**src/rtl/rx_baud_gen.sv**
```systemverilog
// rtl/rx_baud_gen.sv - UART receive bit-timing generator (optional 16x oversample: RX_BAUD_OVS16_EN)
module rx_baud_gen #(
  parameter int CNT_W       = 16,
  parameter int DIV_DEFAULT = 2083,
  parameter int FRAME_BITS  = 10
) (
  input  logic             CLK,
  input  logic             RSTn,
  input  logic             Count_Sig,
  input  logic             Div_Load,
  input  logic [CNT_W-1:0] Div_Value,
  output logic             BPS_CLK,
  output logic             Bit_End,
  output logic             Frame_Done,
  output logic [3:0]       Bit_Cnt,
  output logic             Div_Err
`ifdef RX_BAUD_OVS16_EN
  ,
  output logic             Ovs_Tick
`endif
);

  // Smallest divisor that still yields distinct mid-bit and end-of-bit cycles
  // (and, with oversampling, a sub-period of at least two cycles).
`ifdef RX_BAUD_OVS16_EN
  localparam logic [CNT_W-1:0] DIV_MIN = CNT_W'(32);
`else
  localparam logic [CNT_W-1:0] DIV_MIN = CNT_W'(4);
`endif
  localparam logic [CNT_W-1:0] DIV_RST  = CNT_W'(DIV_DEFAULT);
  localparam logic [3:0]       LAST_BIT = 4'(FRAME_BITS - 1);

  logic [CNT_W-1:0] div_q, div_d;
  logic [CNT_W-1:0] cnt_q, cnt_d;
  logic [3:0]       bit_cnt_q, bit_cnt_d;
  logic             div_err_q, div_err_d;

  logic             run;
  logic [CNT_W-1:0] div_last;
  logic [CNT_W-1:0] div_half;
  logic             bit_end;
  logic             frame_last;
  logic             load_ok;

  // Pulses are qualified by reset too, so nothing escapes while RSTn is low.
  always_comb begin
    run        = Count_Sig & RSTn;
    div_last   = div_q - CNT_W'(1);
    div_half   = div_q >> 1;
    bit_end    = run && (cnt_q == div_last);
    frame_last = (bit_cnt_q == LAST_BIT);
    load_ok    = Div_Load && !Count_Sig && (Div_Value >= DIV_MIN);
  end

  // Decoded outputs: all pulses come straight from the current counter state.
  always_comb begin
    BPS_CLK    = run && (cnt_q == div_half);
    Bit_End    = bit_end;
    Frame_Done = bit_end && frame_last;
    Bit_Cnt    = bit_cnt_q;
    Div_Err    = div_err_q;
  end

  // Divisor register and sticky error: loads are only honoured while idle.
  always_comb begin
    div_d     = div_q;
    div_err_d = div_err_q;
    if (Div_Load) begin
      if (load_ok) begin
        div_d     = Div_Value;
        div_err_d = 1'b0;
      end else begin
        div_err_d = 1'b1;
      end
    end
  end

  // Bit-period counter: held at zero while idle, wraps at the end of each bit.
  always_comb begin
    cnt_d = cnt_q;
    if (!Count_Sig) begin
      cnt_d = '0;
    end else if (cnt_q >= div_last) begin
      cnt_d = '0;
    end else begin
      cnt_d = cnt_q + CNT_W'(1);
    end
  end

  // Bit index within the frame: advances on each bit end, wraps after the last bit.
  always_comb begin
    bit_cnt_d = bit_cnt_q;
    if (!Count_Sig) begin
      bit_cnt_d = '0;
    end else if (bit_end) begin
      if (frame_last) begin
        bit_cnt_d = '0;
      end else begin
        bit_cnt_d = bit_cnt_q + 4'd1;
      end
    end
  end

  // State registers with asynchronous reset.
  always_ff @(posedge CLK or negedge RSTn) begin
    if (!RSTn) begin
      div_q     <= DIV_RST;
      cnt_q     <= '0;
      bit_cnt_q <= '0;
      div_err_q <= 1'b0;
    end else begin
      div_q     <= div_d;
      cnt_q     <= cnt_d;
      bit_cnt_q <= bit_cnt_d;
      div_err_q <= div_err_d;
    end
  end

`ifdef RX_BAUD_OVS16_EN
  logic [CNT_W-1:0] ovs_q, ovs_d;
  logic [CNT_W-1:0] ovs_last;
  logic             ovs_tick;

  // Sub-period decode: one tick every div_r>>4 cycles.
  always_comb begin
    ovs_last = (div_q >> 4) - CNT_W'(1);
    ovs_tick = run && (ovs_q == ovs_last);
    Ovs_Tick = ovs_tick;
  end

  // Oversample counter restarts on each bit end so the last sub-period
  // of a bit absorbs the division remainder.
  always_comb begin
    ovs_d = ovs_q;
    if (!Count_Sig || bit_end || ovs_tick) begin
      ovs_d = '0;
    end else begin
      ovs_d = ovs_q + CNT_W'(1);
    end
  end

  // Oversample counter register.
  always_ff @(posedge CLK or negedge RSTn) begin
    if (!RSTn) begin
      ovs_q <= '0;
    end else begin
      ovs_q <= ovs_d;
    end
  end
`endif

endmodule

```
**config.mk**
```make
export PLATFORM = sky130hd
export DESIGN_NAME = rx_baud_gen
export DESIGN_NICKNAME = d
export VERILOG_FILES = /design/src/rtl/rx_baud_gen.sv
export SDC_FILE = /design/constraint.sdc
export NUM_CORES = 1
export LEC_CHECK = 0
export ABC_AREA = 1
export BUFFER_PORTS_ARGS = -buffer_cell sky130_fd_sc_hd__clkbuf_2
export CORE_MARGIN = 4
export CORE_UTILIZATION = 54
export CTS_CLUSTER_DIAMETER = 40
export DETAILED_ROUTE_END_ITERATION = 10
export GPL_TIMING_DRIVEN = 1
export PLACE_DENSITY_LB_ADDON = 0.25
export SLEW_MARGIN = 5
export SYNTH_ARGS = -nofsm -noshare
export SYNTH_HDL_FRONTEND = slang
export SYNTH_SLANG_ARGS = --single-unit
```
**constraint.sdc**
```tcl
create_clock -name CLK -period 2.6 [get_ports CLK]
set_clock_uncertainty 0.1 [all_clocks]
set_input_delay 0.39 -clock CLK [delete_from_list [all_inputs] [get_ports CLK]]
set_output_delay 0.39 -clock CLK [all_outputs]
set_load 0.05 [all_outputs]
```
* Yosys cells after proc, flatten, opt, wreduce, memory -nomap -nowiden
Index checks and enable logic that the tools add are counted.
** Storage, ports and cells
- Register bits after elaboration :: 37
- Logic and storage cells :: 27
- Bits of input ports :: 20
** Cells by class
- Multiplexer cells :: 6
- Add/subtract/negate cells :: 3
- Reduce and logical (&&, ||, !) cells :: 7
- $lt $le $gt $ge :: 2
- Equality and inequality tests :: 4
- Bitwise gates (word level) :: 1
** Operator list (number)
- 16-bit two-way mux :: 2
- 16-bit by 1-bit adder with 16-bit output (second input constant) :: 1
- 16-bit by 15-bit == test with 1-bit output :: 1
- 16-bit == test :: 1
- 16-bit greater-or-equal comparator :: 1
- 16-bit by 3-bit greater-or-equal comparator with 1-bit output (second input constant) :: 1
- 16-bit by 1-bit subtractor with 16-bit output (second input constant) :: 1
- 4-bit two-way mux :: 3
- 1-bit logical AND :: 5
- 4-bit by 1-bit adder with 4-bit output (second input constant) :: 1
- 4-bit == test (second input constant) :: 1
- 2-bit by 1-bit != test with 1-bit output (second input constant) :: 1
- 2-bit AND reduction :: 1
- 1-bit AND :: 1
- 1-bit logical NOT :: 1
- 1-bit two-way mux :: 1

* Logic depth before layout (Yosys ltp)
- Depth after elaboration :: 5
- Mapped depth :: 17
- Mapped depth without buffers :: 17

* Least setup slack after synthesis
OpenSTA, ideal clock, no wires.
- Kind :: register to output
- Start :: register div_q[0]
- End :: output port Frame_Done
- Data required time :: 2.110 ns
- Path buffers :: 0
- Cell stages (with the launch flop) :: 16
- Data arrival time :: 2.613 ns
- Slack :: -0.503 ns
- Cell sequence :: dfstp_2 inv_1 ha_1 inv_1 nor2_1 inv_1 nor3_1 xor2_1 inv_1 ha_1 nand2_1 nor2_1 nand2_1 nor2_1 nand2_1 nor2_1
** Between the ends
- Longest elaborated chain between the ends :: 4
** Ends and longest elaborated chain
- from (decl) :: line 33 : logic [CNT_W-1:0] div_q, div_d;
- from (signal assigned) :: line 112 : div_q <= div_d;
- 16-bit by 1-bit subtractor with 16-bit output :: line 48 : div_last = div_q - CNT_W'(1);
- 16-bit == test :: line 50 : bit_end = run && (cnt_q == div_last);
- 1-bit logical AND :: line 50
- 1-bit logical AND :: line 59 : Frame_Done = bit_end && frame_last;
- to (decl) :: line 14 : output logic Frame_Done,
No other way between the ends.

* Worst setup path after layout
- Start :: register div_q[1]
- End :: output port Bit_End
** Between the ends
- Longest elaborated chain between the ends :: 3
** Ends and longest elaborated chain
- 16-bit by 1-bit subtractor with 16-bit output :: line 48
- 16-bit == test :: line 50
- 1-bit logical AND :: line 50
- to (decl) :: line 13 : output logic Bit_End,
No other way between the ends.

==> results.cfg <==
[global_route]
gr-total-overflow = 0
grt_pass1_wl_mm = 12.5
grt_max_degree = 38
grt_use_total = 0.252
antenna_found_initial = 0
grt_pass1_vias = 2800

[timing]
final-hold-violation-count = 0
maxSlewHeadroom = 0.677
finalCriticalPeriod_ns = 3.02
hold_ws_ns = 0.109
fmax_mhz = 331
setup_viol = 10
setup_ws_ns = -0.420
worst_pin_slew_ns = 0.484
final_max_slew_viol_count = 0
rsz0062_at_grt = true
finalCritPeriodShare = 1.16

[setup_path]
endpoint_kind = output pin
start_kind = flip-flop
reg2reg_to = cnt_q[8]
r2r_start = div_q[1]
r2r_slack_ns = -0.05
crit_arrival_ns = 2.53
critPathMaxFanout = 4
cp.required_ns = 2.11
r2r_cells = 19
worstSetupPathType = reg2out

[yosys]
yosys_warnings = 0
syn_area_um2 = 2770
syn_inst = 400
postSynthAreaPerCell_um2 = 6.92
syn_nets = 440
yosysSeqAreaShare = 0.336
synth_cell_types = 30
synth_seq_cells = 37

[power_and_ir_drop]
total_power_mw = 1.75
p_per_area_nw_per_um2 = 475
switching_share = 0.318
p_sw_mw = 0.555
clkPwrFrac = 0.297
vdd_ir_drop_max_mv = 0.416
seqPwrFrac = 0.377
p_leak_nw = 1.85
pwr-share-comb = 0.325
p_int_mw = 1.19

[placement]
hpwl_mm = 5.44
place.port_buffers = 27
gp_congestion = 0.929
dpl-instance-area_um2 = 3280

[clock_network]
h-tree-depth = 2
insertion_delay_ns = 0.30
cts_sinks = 37
cts-root-buf = clkbuf_8
cts_made_buffers = 5
cts_max_path_buffers = 2
clk_pin_slew_ns = 0.08
tritoncts = yes

[route]
wl_per_cell_um = 14.1
ant_nets = 0
drtIter0Drc = 220
drc = 0
vias = 2882
via_per_inst = 5.25
drtPass1Iterations = 5
wirelength_mm = 7.72

[final_layout]
final_common_cell = nand2_1
layout_common_cells = 111 x nand2_1, 51 x buf_4, 50 x nor2_1, 42 x inv_1, 33 x nand3_1
drive_above_1_share = 0.293
antenna_cells = 0
finalCoreUtilization = 0.759
nets = 521
final_area_um2 = 3680
syn_to_final_growth_pct = 33.0

[floorplanning]
pin_count = 28
fp.dieH_um = 79.6
fp-row-count = 25
start_util = 0.571
dieArea_um2 = 6330
die_x_um = 79.6
core_um2 = 4850

[flow_run]
max_cap_viol_count = 0

[worst_hold_path]
hold_path.class = in2async

[status]
status = complete, but fails checks
violations = negative setup slack
-- kinds of logic after synthesis --
kind of cell,after synthesis,synth area share
XOR/XNOR,23,0.0728
flip-flops,37,0.336
adder cells (fa/ha/maj),20,0.0904
AO/OA/AOI/OAI,23,0.0506
AND/OR/NAND/NOR,242,0.367
buffers and inverters,55,0.0827
-- synthesized netlist by cell type (all sizes together) --
master,count,area (µm²)
nand2,120,455
xor2,13,114
o211ai,3,22.5
dfrtp,33,826
nand3,36,180
inv,50,188
o21bai,1,7.51
o2111ai,1,8.76
xnor2,10,87.6
nand4,7,50.1
or2,2,12.5
clkbuf,2,7.51
o22ai,1,6.26
dfstp,4,105
nor3,8,50.1
nand3b,1,7.51
buf,3,33.8
ha,20,250
o31ai,1,7.51
o21ai,8,40.0
nor2,68,260
o21a,1,7.51
a21oi,5,25.0
a21o,2,15.0
-- stage by stage --
stage          cells  setup TNS [ns]  setup slack (ns)
4_1_cts          546          -0.781            -0.396
3_5_place_dp     527          -0.672            -0.334
3_3_place_gp     527          -0.444            -0.234
2_1_floorplan    400         -0.0798           -0.0747
5_1_grt          549           -4.60            -0.605
6_report         549          -0.918            -0.420
-- cell type report --
| class | count | area (µm²) |
|---|---|---|
| Sequential cell | 37 | 932 |
| Inverter | 50 | 199 |
| Timing Repair Buffer | 79 | 568 |
| Clock buffer | 7 | 86.3 |
| Fill cell | 347 | 1170 |
| Clock inverter | 1 | 30.0 |
| Multi-Input combinational cell | 308 | 1780 |
| Tap cell | 67 | 83.8 |
-- metal layers --
metal | vias to the layer above | share of wire | global-route usage
li1 | 1428 | - | -
met1 | 1332 | 0.40 | 0.309
met2 | 94 | 0.51 | 0.431
met3 | 28 | 0.053 | 0.0429
met4 | 0 | 0.033 | 0.112
met5 | - | 0 | 0
-- worst max-delay path by stage --
stage / startpoint / end / slack (ns) / cells after the start
after detailed placement: div_q[0] / Frame_Done / -0.33 / 16
final: div_q[1] / Bit_End / -0.42 / 16
after global routing: div_q[9] / Bit_End / -0.60 / 13
after global placement: div_q[0] / Frame_Done / -0.23 / 16
after floorplan: div_q[2] / Frame_Done / -0.07 / 12
after CTS: div_q[1] / Frame_Done / -0.40 / 16
-- power groups by stage --
stage,Sequential [mW],Combinational (mW),Clock [mW]
final,0.659,0.569,0.520
after global routing,0.664,0.630,0.550
after CTS,0.656,0.512,0.527
after detailed placement,0.667,0.457,0
after global placement,0.664,0.444,0
after floorplan,0.672,0.251,0
-- critical path, cell delays in order (launching register included) --
cell	delay, ns
dfstp_2	0.57
inv_2	0.05
ha_4	0.17
inv_6	0.07
nor2_4	0.04
inv_2	0.06
nor3_2	0.05
xor2_1	0.15
inv_1	0.06
ha_1	0.29
nand2_2	0.07
nor2_4	0.12
nand2_2	0.08
nor2_2	0.09
nand2_2	0.11
clkinvlp_4	0.11
clkbuf_16	0.15
-- flip-flops by register name, summed over array words and instances, names as in the netlist --
signal   flops
cnt_q       16
div_q       16
Bit_Cnt      4
Div_Err      1
-- timing repair --
action | CTS | global route
endpoints found under the setup margin | 18 | 22
buffers inserted | 11 | 3
gates resized for setup | 23 | 25
hold buffers | 0 | 0
pin swaps | 12 | 17
Power figures use the tool's default switching activity.
